## config.mk

```make
export PLATFORM = sky130hd
export DESIGN_NAME = wb_cmd_master
export DESIGN_NICKNAME = d
export VERILOG_FILES = /design/src/rtl/wb_cmd_master_pkg.sv /design/src/rtl/wb_tmo_counter.sv /design/src/rtl/wb_cmd_master.sv
export SDC_FILE = /design/constraint.sdc
export NUM_CORES = 1
export LEC_CHECK = 0
export BUFFER_PORTS_ARGS = -buffer_cell sky130_fd_sc_hd__buf_2
export CAP_MARGIN = 20
export CORE_UTILIZATION = 52
export DETAILED_ROUTE_END_ITERATION = 6
export PLACE_DENSITY_LB_ADDON = 0.05
export SETUP_SLACK_MARGIN = 0.05
export SLEW_MARGIN = 25
export SYNTH_ARGS = -nofsm -noshare
export SYNTH_HDL_FRONTEND = slang
export SYNTH_SLANG_ARGS = --single-unit
```

## constraint.sdc

```tcl
create_clock -name wb_clk_i -period 4.9 [get_ports wb_clk_i]
set_clock_uncertainty 0.2 [all_clocks]
set_input_delay 0 -clock wb_clk_i [delete_from_list [all_inputs] [get_ports wb_clk_i]]
set_output_delay 0 -clock wb_clk_i [all_outputs]
set_load 0.02 [all_outputs]
```

## src/rtl/wb_cmd_master_pkg.sv

```systemverilog
// Shared types and constants for the Wishbone command master.
// Holds the FSM state encoding, bus width constants and the default abort limit.
// No logic; imported by the top and the timeout counter.
package wb_cmd_master_pkg;

    localparam int WB_AW = 32;
    localparam int WB_DW = 32;
    localparam int WB_SW = 4;

    // Width of the bus-cycle watchdog counter (limit range 1..65535).
    localparam int TMO_W = 16;
    localparam int unsigned TIMEOUT_CYCLES_DEFAULT = 255;

    typedef enum logic [1:0] {
        IDLE = 2'd0,
        BUS  = 2'd1,
        RESP = 2'd2
    } state_e;

endpackage

```

## src/rtl/wb_tmo_counter.sv

```systemverilog
// Bus-cycle watchdog: counts cycles while enabled and flags the cycle that reaches the limit.
// Latency: expired_o is combinational on the count, asserted in the limit-th enabled cycle.
// Backpressure: none; clear has priority over enable.
module wb_tmo_counter
    import wb_cmd_master_pkg::*;
(
    input  logic             clk_i,
    input  logic             rst_ni,
    input  logic             clear_i,
    input  logic             enable_i,
    input  logic [TMO_W-1:0] limit_i,
    output logic             expired_o
);

    logic [TMO_W-1:0] cnt_q;
    logic [TMO_W-1:0] cnt_d;

    // Next count: restart on clear, otherwise advance once per enabled cycle.
    always_comb begin
        cnt_d = cnt_q;
        if (clear_i) begin
            cnt_d = '0;
        end else if (enable_i) begin
            cnt_d = cnt_q + 16'd1;
        end
    end

    // Count register.
    always_ff @(posedge clk_i or negedge rst_ni) begin
        if (!rst_ni) begin
            cnt_q <= '0;
        end else begin
            cnt_q <= cnt_d;
        end
    end

    // The enabled cycle in which the count would reach the limit is the expiring one,
    // so a limit of N keeps the bus cycle open for exactly N cycles.
    assign expired_o = enable_i && (({1'b0, cnt_q} + 17'd1) == {1'b0, limit_i});

endmodule

```

## src/rtl/wb_cmd_master.sv

```systemverilog
// Wishbone initiator: turns one command into one classic bus cycle and returns one response.
// Latency: cyc/stb one edge after accept; response one edge after ack/err/timeout; 3-cycle minimum turnaround.
// Backpressure: cmd_ready_o low until the response is taken; response held while rsp_ready_i is low.
// Optional bus-cycle timeout is compiled in with `define WB_CMD_MASTER_TIMEOUT_EN.
module wb_cmd_master
    import wb_cmd_master_pkg::*;
#(
    parameter int unsigned TIMEOUT_CYCLES = TIMEOUT_CYCLES_DEFAULT
) (
    input  logic             wb_clk_i,
    input  logic             wb_rst_ni,
    input  logic             cmd_valid_i,
    output logic             cmd_ready_o,
    input  logic [WB_AW-1:0] cmd_adr_i,
    input  logic [WB_DW-1:0] cmd_dat_i,
    input  logic [WB_SW-1:0] cmd_sel_i,
    input  logic             cmd_we_i,
    output logic             rsp_valid_o,
    input  logic             rsp_ready_i,
    output logic [WB_DW-1:0] rsp_dat_o,
    output logic             rsp_err_o,
    output logic             rsp_tmo_o,
    output logic [WB_AW-1:0] wb_adr_o,
    output logic [WB_DW-1:0] wb_dat_o,
    output logic [WB_SW-1:0] wb_sel_o,
    output logic             wb_we_o,
    output logic             wb_cyc_o,
    output logic             wb_stb_o,
    input  logic [WB_DW-1:0] wb_dat_i,
    input  logic             wb_ack_i,
    input  logic             wb_err_i,
    output logic [15:0]      txn_cnt_o
);

    if ((TIMEOUT_CYCLES < 1) || (TIMEOUT_CYCLES > 65535)) begin : g_tmo_range
        $error("wb_cmd_master: TIMEOUT_CYCLES must be within 1..65535");
    end

    state_e           state_q, state_d;
    logic [WB_AW-1:0] adr_q, adr_d;
    logic [WB_DW-1:0] dat_q, dat_d;
    logic [WB_SW-1:0] sel_q, sel_d;
    logic             we_q, we_d;
    logic [WB_DW-1:0] rsp_dat_q, rsp_dat_d;
    logic             rsp_err_q, rsp_err_d;
    logic             rsp_tmo_q, rsp_tmo_d;
    logic [15:0]      txn_cnt_q, txn_cnt_d;
    logic             in_bus;
    logic             cmd_fire;
    logic             tmo_expired;

    assign in_bus   = (state_q == BUS);
    assign cmd_fire = cmd_valid_i && (state_q == IDLE);

`ifdef WB_CMD_MASTER_TIMEOUT_EN
    localparam logic [TMO_W-1:0] TMO_LIMIT = TMO_W'(TIMEOUT_CYCLES);

    wb_tmo_counter u_tmo (
        .clk_i    (wb_clk_i),
        .rst_ni   (wb_rst_ni),
        .clear_i  (cmd_fire),
        .enable_i (in_bus),
        .limit_i  (TMO_LIMIT),
        .expired_o(tmo_expired)
    );
`else
    // Without the watchdog a bus cycle only ends on ack or err.
    assign tmo_expired = 1'b0;
`endif

    // Next-state and datapath: accept, run the bus cycle, then hold the response.
    always_comb begin
        state_d   = state_q;
        adr_d     = adr_q;
        dat_d     = dat_q;
        sel_d     = sel_q;
        we_d      = we_q;
        rsp_dat_d = rsp_dat_q;
        rsp_err_d = rsp_err_q;
        rsp_tmo_d = rsp_tmo_q;
        txn_cnt_d = txn_cnt_q;
        case (state_q)
            IDLE: begin
                if (cmd_valid_i) begin
                    adr_d   = cmd_adr_i;
                    dat_d   = cmd_dat_i;
                    sel_d   = cmd_sel_i;
                    we_d    = cmd_we_i;
                    state_d = BUS;
                end
            end
            BUS: begin
                // err beats ack; either beats a watchdog expiring in the same cycle.
                if (wb_err_i) begin
                    rsp_dat_d = '0;
                    rsp_err_d = 1'b1;
                    rsp_tmo_d = 1'b0;
                    state_d   = RESP;
                end else if (wb_ack_i) begin
                    rsp_dat_d = we_q ? '0 : wb_dat_i;
                    rsp_err_d = 1'b0;
                    rsp_tmo_d = 1'b0;
                    state_d   = RESP;
                end else if (tmo_expired) begin
                    rsp_dat_d = '0;
                    rsp_err_d = 1'b1;
                    rsp_tmo_d = 1'b1;
                    state_d   = RESP;
                end
            end
            RESP: begin
                if (rsp_ready_i) begin
                    txn_cnt_d = txn_cnt_q + 16'd1;
                    state_d   = IDLE;
                end
            end
            default: state_d = IDLE;
        endcase
    end

    // State, latched command and held response registers.
    always_ff @(posedge wb_clk_i or negedge wb_rst_ni) begin
        if (!wb_rst_ni) begin
            state_q   <= IDLE;
            adr_q     <= '0;
            dat_q     <= '0;
            sel_q     <= '0;
            we_q      <= 1'b0;
            rsp_dat_q <= '0;
            rsp_err_q <= 1'b0;
            rsp_tmo_q <= 1'b0;
            txn_cnt_q <= '0;
        end else begin
            state_q   <= state_d;
            adr_q     <= adr_d;
            dat_q     <= dat_d;
            sel_q     <= sel_d;
            we_q      <= we_d;
            rsp_dat_q <= rsp_dat_d;
            rsp_err_q <= rsp_err_d;
            rsp_tmo_q <= rsp_tmo_d;
            txn_cnt_q <= txn_cnt_d;
        end
    end

    assign cmd_ready_o = (state_q == IDLE);
    assign rsp_valid_o = (state_q == RESP);
    assign rsp_dat_o   = rsp_dat_q;
    assign rsp_err_o   = rsp_err_q;
`ifdef WB_CMD_MASTER_TIMEOUT_EN
    assign rsp_tmo_o   = rsp_tmo_q;
`else
    assign rsp_tmo_o   = 1'b0;
`endif
    assign txn_cnt_o   = txn_cnt_q;

    // Wishbone outputs are driven only for the duration of the bus cycle.
    assign wb_cyc_o = in_bus;
    assign wb_stb_o = in_bus;
    assign wb_adr_o = in_bus ? adr_q : '0;
    assign wb_dat_o = in_bus ? dat_q : '0;
    assign wb_sel_o = in_bus ? sel_q : '0;
    assign wb_we_o  = in_bus && we_q;

endmodule

```

==> results of run 1 <==
## cells by family after synthesis
kind of cell,after synthesis,synth area share
xor+xnor,15,0.0241
other cells,1,0.000689
fa+ha+maj,1,0.00230
flops,120,0.552
compound gates,36,0.0343
mux,70,0.192
buf+inv,29,0.0343
simple gates,164,0.160
## stage by stage
| step | utilization | instances | worst slack, ns | hold WS, ns | area, sq um |
|---|---|---|---|---|---|
| 3_5_place_dp | 0.669 | 774 | 2.68 | -0.00156 | 6660 |
| 3_3_place_gp | 0.665 | 773 | 2.71 | -0.00297 | 6620 |
| 2_1_floorplan | - | 436 | 3.02 | -0.496 | 5440 |
## synthesized netlist by cell type (2+ instances only)
cell type and n:
and2_1 71, and3_1 2, buf_2 5, buf_4 3, buf_6 8, clkbuf_1 12, dfrtp_1 120, mux2_4 69
nand2_1 69, nand3_1 3, nand4_1 4, nor2_1 6, nor3_1 2, o21ai_0 32, o21ai_1 2, xnor2_1 7
xor2_1 8
==> flow_summary.json, run 1 <==
{
  "initial_utilization": 0.547,
  "synth_edf_count": 0,
  "ys_types": 30,
  "ctsHoldBuffers": 162,
  "clockRootBuffer": "clkbuf_8",
  "avgSynthCellArea_sq_um": 12.5,
  "ctsHtreeMaxLevel": 4,
  "synthArstFlopShare": 1.00,
  "dp_hpwl_um": 8310,
  "cts_num_sinks": 120,
  "flow.stopped_at": "clock tree synthesis",
  "boundaryPins": 230,
  "ys_ff_latch": 120,
  "clockBufferDepth": 2,
  "yosysWarnings": 0,
  "synthTopCellsByArea": "dfrtp_1 (55%), mux2_4 (19%), and2_1 (8.2%)",
  "run_status": "did not finish",
  "die_width_um": 104,
  "post_cts_buffers": 0,
  "syn_inst": 436,
  "synth_ff_type": "dfrtp_1",
  "synth.largest_area_cell": "dfrtp_1",
  "die_h_um": 104,
  "rows": 36,
  "first-error": "[ERROR RSZ-0060] Max buffer count reached.",
  "place_congestion": 0.767,
  "cts_buffers": 17,
  "synthDominantCellAreaShare": 0.552,
  "synth_area_sq_mm": 0.00544,
  "yosysSeqAreaShare": 0.552,
  "cts.repair.resized": 0,
  "syn_nets": 544,
  "portBuffers": 228
}
==> inputs of run 2 (changes only) <==
CORE_UTILIZATION = 40   (was 52)
PLACE_DENSITY_LB_ADDON = 0.15   (was 0.05)
SETUP_SLACK_MARGIN = default   (was 0.05)
==> run 2 against run 1 <==
Effect of this change: the run now ends clean; area after synthesis unchanged; synthesized cell count unchanged.
==> flow_summary.json, run 2 <==
{
  "vias": 4551,
  "synth.largest_area_cell": "dfrtp_1",
  "critPathSlowestCell": "and2_4",
  "syn_nets": 544,
  "path_cells": "nor2_1 > and2_4 > buf_4 > mux2_4",
  "ir_drop_v": 0.000260,
  "critPathMaxFanout": 56,
  "synthDominantCellAreaShare": 0.552,
  "syn_inst": 436,
  "avgSynthCellArea_sq_um": 12.5,
  "slew_headroom": 0.297,
  "start_kind": "flop",
  "pwr-share-clk": 0.260,
  "grt_use_total": 0.214,
  "period_needed_ns": 2.67,
  "grt_first_pass_wirelength_um": 23400,
  "hold_viol_final": 0,
  "synthTopCellsByArea": "dfrtp_1 (55%), mux2_4 (19%), and2_1 (8.2%)",
  "boundaryPins": 230,
  "place_inst": 816,
  "critPathMaxStageDelay_ns": 0.86,
  "instances_no_fill": 987,
  "synth_ff_type": "dfrtp_1",
  "post_cts_buffers": 0,
  "power.density_mw_per_mm2": 604,
  "intPower_w": 0.00345,
  "p_comb_frac": 0.414,
  "p_leak_nw": 4.45,
  "critPathTopFamily": "simple AND/OR/NAND/NOR gates",
  "crit_buf_inv": 1,
  "rsz0062_at_grt": "false",
  "synth.most_common_cell": "dfrtp_1",
  "dp_hpwl_um": 8690,
  "place_congestion": 0.758,
  "sequentialPowerShare": 0.325,
  "synthArstFlopShare": 1.00,
  "endpoint_kind": "flop",
  "insertion_delay_ns": 0.41,
  "rows": 42,
  "synth_area_sq_mm": 0.00544,
  "grt_max_degree": 74,
  "worst_slew_pin_slew_ns": 1.05,
  "min-delay-path-class": "primary input to asynchronous set/reset pin",
  "initial_utilization": 0.411,
  "clockRootBuffer": "clkbuf_16",
  "grt_pass1_vias": 4800,
  "syn_to_final_growth_pct": 60.5,
  "cts_buffers": 17,
  "drive_gt1_frac": 0.419,
  "final-max-slew-violation-count": 0,
  "critPathKind": "flop to flop",
  "reg2reg_slack_ns": 2.23,
  "synth_edf_count": 0,
  "fmax_ghz": 0.375,
  "finalSetupTns_ns": 0,
  "run_status": "finished clean",
  "clockBufferDepth": 2,
  "dieArea_sq_mm": 0.0141,
  "yosysSeqAreaShare": 0.552,
  "ys_ff_latch": 120,
  "worstPathArrival_ns": 2.76,
  "drc": 0,
  "die_h_um": 119,
  "yosys-top-cells-count": "dfrtp_1 (120), and2_1 (71), mux2_4 (69), nand2_1 (69), o21ai_0 (32)",
  "coreArea_sq_mm": 0.0132,
  "cp.required_ns": 4.99,
  "fin_crit_sh": 0.545,
  "ant_nets": 0,
  "firstDrtPassIters": 4,
  "antenna_found_initial": 0,
  "diodes": 0,
  "switching_share": 0.346,
  "setup_viol_count_final": 0,
  "drtIter0Drc": 222,
  "wl_per_cell_um": 14.6,
  "cts_tree": "built",
  "layout_commonest_cell": "buf_2",
  "cts_num_sinks": 120,
  "die_width_um": 119,
  "crit_cells": 4,
  "portBuffers": 228,
  "layout_common_cells": "buf_2 (227), dlygate4sd3_1 (139), dfrtp_1 (120)",
  "p_switching_w": 0.00183,
  "detail_route.vias_per_cell": 4.61,
  "reg2reg_depth": 4,
  "cap_viol_max_count": 0,
  "routed_wl_um": 14400,
  "overflow": 0,
  "layout.nets": 906,
  "clkSlewWorstSetupHoldPaths_ns": 0.06,
  "ys_types": 30,
  "ctsHtreeMaxLevel": 4,
  "yosysWarnings": 0
}
-- run 2: metrics by stage --
step	power, W	cell area, sq um	hold slack [ns]	util	setup slack, ns
floorplan	0.00315	5440	-0.496	-	3.02
global placement	0.00371	6680	-0.0306	0.504	2.32
detailed placement	0.00375	6680	-0.0135	0.505	2.24
CTS	0.00530	8730	0.0881	0.660	2.23
global route	0.00557	8730	0.139	0.660	2.09
finish	0.00527	8730	0.0560	0.660	2.23
-- run 2: layer usage --
layer | part of all wire | up-vias | wire [um] | track usage
met5 | 0 | - | 0 | 0
met4 | 0.025 | 0 | 357 | 0.0981
met3 | 0.060 | 30 | 861 | 0.0642
met2 | 0.50 | 170 | 7230 | 0.363
met1 | 0.41 | 2193 | 5960 | 0.247
li1 | - | 2158 | - | -
-- run 2: power by group through the flow --
stage,Clock (W),Sequential (W),Combinational (W)
finish,0.00137,0.00172,0.00219
global route,0.00144,0.00178,0.00234
CTS,0.00140,0.00171,0.00218
detailed placement,0,0.00170,0.00205
global placement,0,0.00170,0.00201
floorplan,0,0.00184,0.00131
-- run 2: area by class of cell --
| class | count | area, sq um |
|---|---|---|
| clock buffer | 25 | 526 |
| clock inverter | 7 | 135 |
| fill | 1020 | 4510 |
| inverter | 1 | 3.75 |
| multi-input combinational | 287 | 2280 |
| sequential | 120 | 3000 |
| tap | 176 | 220 |
| timing repair buffer | 371 | 2560 |
-- run 2: kinds of logic after synthesis --
| logic type | count (synthesis) | share of synthesized area |
|---|---|---|
| simple gates | 164 | 0.160 |
| flops | 120 | 0.552 |
| mux | 70 | 0.192 |
| compound gates | 36 | 0.0343 |
| buf+inv | 29 | 0.0343 |
| xor+xnor | 15 | 0.0241 |
| fa+ha+maj | 1 | 0.00230 |
| other cells | 1 | 0.000689 |
-- run 2: final timing paths --
check,startpoint,endpoint
max,state_q[1],adr_q[27]
min,wb_rst_ni,rsp_dat_o[15]
max reg2reg,state_q[1],adr_q[27]
min reg2reg,txn_cnt_o[15],txn_cnt_o[15]
max in group asynchronous,wb_rst_ni,rsp_dat_o[28]
min in group wb_clk_i,cmd_adr_i[31],adr_q[31]
-- run 2: what timing repair did --
item / CTS / global route
hold buffers: 139 / 0
endpoints found under the hold margin: 188 / 0
resized for setup: 0 / 0
Power figures use the tool's default switching activity.
